--- config.mk ---
export PLATFORM = sky130hd
export DESIGN_NAME = rf_write_arbiter
export DESIGN_NICKNAME = d
export VERILOG_FILES = /design/src/rtl/rf_write_arbiter.sv
export SDC_FILE = /design/constraint.sdc
export NUM_CORES = 1
export LEC_CHECK = 0
export ABC_AREA = 1
export CORE_MARGIN = 2
export CORE_UTILIZATION = 48
export CTS_CLUSTER_DIAMETER = 80
export DETAILED_ROUTE_END_ITERATION = 7
export PLACE_DENSITY = 0.86
export SYNTH_ARGS = -nofsm -noshare
export SYNTH_HDL_FRONTEND = slang
export SYNTH_SLANG_ARGS = --single-unit
--- constraint.sdc ---
create_clock -name i_clk -period 5.6 [get_ports i_clk]
set_input_delay 1.4 -clock i_clk [delete_from_list [all_inputs] [get_ports i_clk]]
set_output_delay 1.4 -clock i_clk [all_outputs]
set_load 0.01 [all_outputs]
--- src/rtl/rf_write_arbiter.sv ---
// rf_write_arbiter: shares the register-file write port between writeback and a buffered long-latency unit
module rf_write_arbiter #(
    parameter int DATA_WIDTH   = 64,
    parameter int REG_ADDR_W   = 5,
    parameter int FIFO_DEPTH   = 2,
    parameter int STARVE_LIMIT = 4
) (
    input  logic                       i_clk,
    input  logic                       i_arst,
    input  logic                       i_wb_we,
    input  logic [REG_ADDR_W-1:0]      i_wb_rd_addr,
    input  logic [DATA_WIDTH-1:0]      i_wb_data,
    input  logic                       i_lu_valid,
    input  logic [REG_ADDR_W-1:0]      i_lu_rd_addr,
    input  logic [DATA_WIDTH-1:0]      i_lu_data,
    output logic                       o_lu_ready,
    output logic                       o_reg_we,
    output logic [REG_ADDR_W-1:0]      o_rd_addr,
    output logic [DATA_WIDTH-1:0]      o_rd_write_data,
    output logic                       o_wb_stall,
    output logic [2**REG_ADDR_W-1:0]   o_busy_mask
);
    localparam int PTR_W = $clog2(FIFO_DEPTH);
    localparam int CNT_W = PTR_W + 1;
    localparam int SC_W  = $clog2(STARVE_LIMIT + 1);
    logic [REG_ADDR_W-1:0] addr_q [FIFO_DEPTH];
    logic [DATA_WIDTH-1:0] data_q [FIFO_DEPTH];
    logic [PTR_W-1:0]      rd_ptr_q, rd_ptr_d, wr_ptr_q, wr_ptr_d, idx;
    logic [CNT_W-1:0]      cnt_q, cnt_d;
    logic [SC_W-1:0]       sc_q, sc_d;
    logic [REG_ADDR_W-1:0] head_addr;
    logic [DATA_WIDTH-1:0] head_data;
    logic [2**REG_ADDR_W-1:0] mask;
    logic wb_eff, empty, full, starve_hit, gnt_a, gnt_b, gnt_c, gnt_d, deq, enq;
    assign head_addr  = addr_q[rd_ptr_q];
    assign head_data  = data_q[rd_ptr_q];
    assign wb_eff     = i_wb_we && i_wb_rd_addr != '0;
    assign empty      = cnt_q == '0;
    assign full       = cnt_q == CNT_W'(FIFO_DEPTH);
    assign starve_hit = sc_q == SC_W'(STARVE_LIMIT);
    assign gnt_a      = !empty && starve_hit && wb_eff;
    assign gnt_b      = wb_eff && !gnt_a;
    assign gnt_c      = !empty && !wb_eff;
    assign gnt_d      = empty && !wb_eff && i_lu_valid;
    assign deq        = gnt_a || gnt_c;
    // Outputs are forced quiet while reset is held, even though the bypass path is combinational.
    assign o_lu_ready = i_arst && !full;
    assign enq        = i_lu_valid && o_lu_ready && !gnt_d;
    assign o_rd_addr       = gnt_b ? i_wb_rd_addr : gnt_d ? i_lu_rd_addr : head_addr;
    assign o_rd_write_data = gnt_b ? i_wb_data : gnt_d ? i_lu_data : head_data;
    assign o_reg_we   = i_arst && (gnt_b || (deq && head_addr != '0) || (gnt_d && i_lu_rd_addr != '0));
    assign o_wb_stall = i_arst && gnt_a;
    assign o_busy_mask = i_arst ? mask : '0;
    always_comb begin
        mask = '0;
        idx  = '0;
        for (int i = 0; i < FIFO_DEPTH; i++) begin
            idx = rd_ptr_q + PTR_W'(i);
            if (CNT_W'(i) < cnt_q) mask[addr_q[idx]] = 1'b1;
        end
        mask[0] = 1'b0;
    end
    always_comb begin
        cnt_d    = cnt_q + CNT_W'(enq) - CNT_W'(deq);
        rd_ptr_d = deq ? rd_ptr_q + PTR_W'(1) : rd_ptr_q;
        wr_ptr_d = enq ? wr_ptr_q + PTR_W'(1) : wr_ptr_q;
        sc_d     = (empty || deq) ? '0 : (gnt_b && !starve_hit) ? sc_q + SC_W'(1) : sc_q;
    end
    always_ff @(posedge i_clk or negedge i_arst) begin
        if (!i_arst) begin
            cnt_q    <= '0;
            rd_ptr_q <= '0;
            wr_ptr_q <= '0;
            sc_q     <= '0;
        end else begin
            cnt_q    <= cnt_d;
            rd_ptr_q <= rd_ptr_d;
            wr_ptr_q <= wr_ptr_d;
            sc_q     <= sc_d;
        end
    end
    always_ff @(posedge i_clk) begin
        if (enq) begin
            addr_q[wr_ptr_q] <= i_lu_rd_addr;
            data_q[wr_ptr_q] <= i_lu_data;
        end
    end
endmodule

* Yosys cells after proc, flatten, opt, wreduce, memory -nomap -nowiden
Memory sizes are Yosys's and may differ from the RTL's. Cells that the tools add are included.
Word-level totals: bits in writable memories 138, register bits 7, input bits 142, memory bits (read-only) 0, memories kept 2, output and inout port bits 104, bits in latches 0, word-level logic and storage cells 67
Cells by class: shift operators 0, $lt $le $gt $ge 6, $add $sub $neg 5, bitwise gates (word level) 1, multiplexer cells 15, reductions and logical operators 32, divide/modulo/power cells 0, eq/ne operators 2, multiply operators 0
Memories:
- data_q | depth 2, bits a word 64, read ports 1, clocked after memory_dff 0, wr ports 1, line 27 | logic [DATA_WIDTH-1:0] data_q [FIFO_DEPTH];
- addr_q | depth 2, bits a word 5, read ports 2, clocked after memory_dff 0, wr ports 1, line 26 | logic [REG_ADDR_W-1:0] addr_q [FIFO_DEPTH];
Operators with widths (count):
- $mux W64 | 2
- $mux W32 | 3
- $or A32 B32 Y32 | 1
- $logic_and A1 B1 Y1 | 17
- $reduce_bool A5 Y1 | 3
- $lt A5 B6 Y1 const B | 2
- $demux W1 S5 | 2
- $ge A5 B1 Y1 const B | 2
- $mux W5 | 2
- $logic_not A1 Y1 | 6
- $mux W3 | 2
- $logic_or A1 B1 Y1 | 4
- $lt A1 B2 Y1 const A | 2
- $mux W1 | 4
- $add A3 B1 Y3 const B | 1
- $eq A3 B3 Y1 const B | 1
- $add A1 B1 Y1 const B | 2
- $add A2 B1 Y2 | 1
- $eq A2 B2 Y1 const B | 1
- $logic_not A2 Y1 | 1
- $reduce_bool A2 Y1 | 1
- $sub A2 B1 Y2 | 1

* Longest topological paths before layout
word-level depth 9, depth in mapped cells 11, gate-level depth less buffers 11

* Worst setup path after synthesis
No wires, ideal clock.
kind input port to flip-flop, start in i_arst, end mem addr_q[0][0] (enable), setup slack 0.267 ns, data required time 5.103 ns, cell stages on the path 4, setup time 0.497 ns, path buffers 0, arrival 4.836 ns, cell sequence inv_1 a21oi_1 nand3_1 nor2_1
Between the ends: word-level cells in the longest chain between the ends 5
RTL lines:
- start: declaration | line 9 | input logic i_arst,
- $logic_and A1 B1 Y1 | line 47 | assign o_lu_ready = i_arst && !full;
- via o_lu_ready | line 16 | output logic o_lu_ready,
- $logic_and A1 B1 Y1 (2 in series) | line 48 | assign enq = i_lu_valid && o_lu_ready && !gnt_d;
- $mux W1 | line 83 | if (enq) begin
- $mux W1 (implied by the code) | line 84 | addr_q[wr_ptr_q] <= i_lu_rd_addr;
- end: declaration | line 26
The timed path passes the listed nets, and every way through them passes these cells.

* Worst setup path in the final report
start in i_wb_rd_addr[3], end out o_rd_write_data[16]
Between the ends: word-level cells in the longest chain between the ends 7, elaborated cells on any way between the ends 10, classes of those cells mux: 2; reduce/logical: 8
RTL lines:
- start: declaration | line 11 | input logic [REG_ADDR_W-1:0] i_wb_rd_addr,
- $reduce_bool A5 Y1 (*) | line 37 | assign wb_eff = i_wb_we && i_wb_rd_addr != '0;
- $logic_and A1 B1 Y1 (*) | line 37
- $logic_not A1 Y1 | line 44 | assign gnt_d = empty && !wb_eff && i_lu_valid;
- $logic_and A1 B1 Y1 (2 in series) | line 44
- $mux W64 | line 50 | assign o_rd_write_data = gnt_b ? i_wb_data : gnt_d ? i_lu_data : head_data;
- $mux W64 (*) | line 50
- end: declaration | line 19 | output logic [DATA_WIDTH-1:0] o_rd_write_data,
Mark *: on every way between the ends. The rest lies on a longest branch, timed or not.

==> qor.txt <==
WP data required: 4.20 ns
Layout cells sized above 1: 0.0645
Final nets: 1329
Number of cell rows: 47
Cells on worst reg2reg path: 11
Vias in the first global route: 7549
Max_cap viols: 0
First-pass GRT wire length: 37.4 mm
Setup TNS: 0 ns
Tmin final: 5.15 ns
Hold buffer count at cts: 0
Core area: 16500 sq um
GRT Overall Usage: 0.266
XOR/XNOR Fraction of Synth Area: 0.00543
Worst Path Max Fanout: 21
Final hold vios: 0
Post-route cell area: 11300 sq um
Clock latency on the worst-skew pair: 0.42 ns
Ports: 246
Post-Place Cells: 1384
Simple-Gate Fraction of Synth Area: 0.304
CTS tree: done
Top_reg_cell synth: edfxtp_1
Slew at the pin closest to its max-slew limit: 0.680 ns
Grt ovf: 0
Post-synthesis mux area share: 0
Clk_skew: 0.0153 ns
Via count: 7710
P per Cell Area: 395 nW/um^2
Post-Synth Adder-Cell Area: 0.00621
Post-Route WL: 23.3 mm
Post-cts sizing count: 0
Gpl congestion: 0.913
Clock Sinks: 145
H-tree depth: 4
RR Startpoint: cnt_q[1]
Syn. warnings: 0
CP startpoint kind: input port
Syn Inst Count: 965
Reg2Reg Setup Slack: 2.84 ns
Yosys cell types: 29
Count of flip-flops with a built-in enable after synthesis: 138
Switching pwr: 1.64 mW
Most common cell after layout, fill and taps aside: clkdlybuf4s50_1
Pre-CTS setup slack: 0.473 ns
Drt first-iter violations: 648
Endpoints failing setup: 0
Compound-gate portion of the synthesized area: 0.0653
Syn-to-layout area delta: 39.8%
Vias per Instance: 5.45
Worst Setup Path Type: input port to primary output
P_int: 2.82 mW
Largest net degree at the start of global routing: 73
Tcrit/Tclk final: 0.919
#FFs+latches synth: 145
Final worst setup slack: 0.452 ns
Post-Layout Cell Count: 1415
Power share of the clock group: 0.258
Seq/Total Area, Yosys: 0.536
CTS max path bufs: 2
Initial Utilization: 0.488
Placed cell areas: 10700 sq um
Register share of total power: 0.321
Die H: 134 um
Die Area: 17900 sq um
Die X: 134 um
Post-CTS Setup Inserts: 0
Asr flop ratio synth: 0.0483
Root Buffer: clkbuf_16
Fillers: 1272
Status: finished, final reports clean
Post-route ant nets: 0
Max VDD drop: 243 uV
Syn avg cell area: 8.36 sq um
WP data arrival: 3.75 ns
Slew HR: 0.545
Leakage: 4.45 nW
Hold EP: sc_q[0]
Max-slew violations: 0
Hold WC Path Type: flop to flop
Reg-to-reg critical path endpoint: cnt_q[1]
Register area: 4320 sq um
Area of the multi-input gates: 3090 sq um
Clk slew on worst S/H paths: 0.05 ns
DP Wirelength: 15.6 mm
Worst hold path stage count: 1
Main combinational cell family by area after synthesis: simple AND/OR/NAND/NOR gates
Mapped Area: 8070 sq um
CP endpoint kind: primary output
DR WL/cell: 16.5 um
Initial antenna violation count: 1
Max Clock Freq: 0.194 GHz
Hold Startpoint: sc_q[0]
DR DRC count: 0
CTS Buf Count: 17
Drt pass-1 iters: 5
Logic pwr share: 0.421
Most frequent cells in the layout: 243 x clkdlybuf4s50_1, 228 x nand2_1, 151 x nor2_1
Syn Nets: 1111
Switch share: 0.368
IO Port Bufs: 244
RSZ-0062 raised after global routing: no
## cells in the mapped netlist, types with 6 or more instances
cell / n / area [sq um]
a21oi_1: 32 / 160
buf_1: 6 / 22.5
buf_2: 22 / 110
clkbuf_1: 29 / 109
dfrtp_1: 7 / 175
edfxtp_1: 138 / 4140
inv_1: 90 / 338
inv_2: 7 / 26.3
nand2_1: 228 / 856
nand3_1: 77 / 385
nand4_1: 70 / 438
nor2_1: 153 / 574
o21ai_0: 62 / 310
o21ai_1: 6 / 30.0
## metrics by stage
stage,hold WS [ns],power (mW),util
after global placement,0.445,3.28,0.646
after CTS,0.457,4.47,0.682
final,0.455,4.46,0.682
after detailed placement,0.450,3.31,0.646
after global routing,0.471,4.72,0.682
after floorplan,0.430,2.56,-
## worst max-delay path by stage
stage,from,to,slack (ns),cells past startpoint
2_1_floorplan,i_arst,addr_q[0][0],0.27,4
3_3_place_gp,i_wb_rd_addr[3],o_rd_write_data[19],0.55,10
3_5_place_dp,i_wb_rd_addr[3],o_rd_write_data[34],0.47,10
4_1_cts,i_wb_rd_addr[3],o_rd_write_data[16],0.44,10
5_1_grt,i_wb_rd_addr[3],o_rd_write_data[21],0.23,10
6_report,i_wb_rd_addr[3],o_rd_write_data[16],0.45,10
## metal layers
layer / part of all wire / global-route usage / vias to the layer above
li1: - / - / 3676
met1: 0.38 / 0.324 / 3556
met2: 0.51 / 0.453 / 432
met3: 0.084 / 0.0590 / 46
met4: 0.023 / 0.117 / 0
met5: 0 / 0 / -
## kinds of logic (layout without fill, tap and decap cells)
kind of cell,Yosys count,after routing
AO/OA/AOI/OAI,103,103
XOR/XNOR,5,5
adder cells (fa/ha/maj),4,4
buffers and inverters,161,390
flip-flops,145,145
other,1,2
AND/OR/NAND/NOR,546,546
## registers in the layout, summed over array words and instances, names as in the netlist
| signal | cells |
|---|---|
| addr_q | 10 |
| data_q | 128 |
| sc_q | 3 |
| wr_ptr_q | 1 |
| rd_ptr_q | 1 |
| cnt_q | 2 |
## worst max-delay path, cell delays in order
cell	delay [ns]
clkdlybuf4s50_1	0.44
nor2_1	0.13
nand3_2	0.16
nand2_4	0.12
nand3_2	0.29
buf_4	0.34
o21ai_0	0.11
nand3_1	0.14
nand2_1	0.09
clkdlybuf4s50_1	0.53
## cell type report
| type | instances | share of cell area |
|---|---|---|
| inverters | 97 | 0.0323 |
| multi-input cells | 659 | 0.274 |
| diodes | 1 | 0.000222 |
| flip-flops and latches | 145 | 0.383 |
| clock buffers | 18 | 0.0381 |
| repair buffers | 263 | 0.233 |
| well taps | 220 | 0.0244 |
| clock inverters | 12 | 0.0148 |
## power by group through the flow
stage	sequential [mW]	combinational (mW)	clock [mW]
3_3_place_gp	1.44	1.84	0
5_1_grt	1.44	2.07	1.21
6_report	1.43	1.88	1.15
3_5_place_dp	1.45	1.86	0
4_1_cts	1.43	1.87	1.16
2_1_floorplan	1.43	1.14	0
Note: power is estimated with default switching activity, not from simulation.
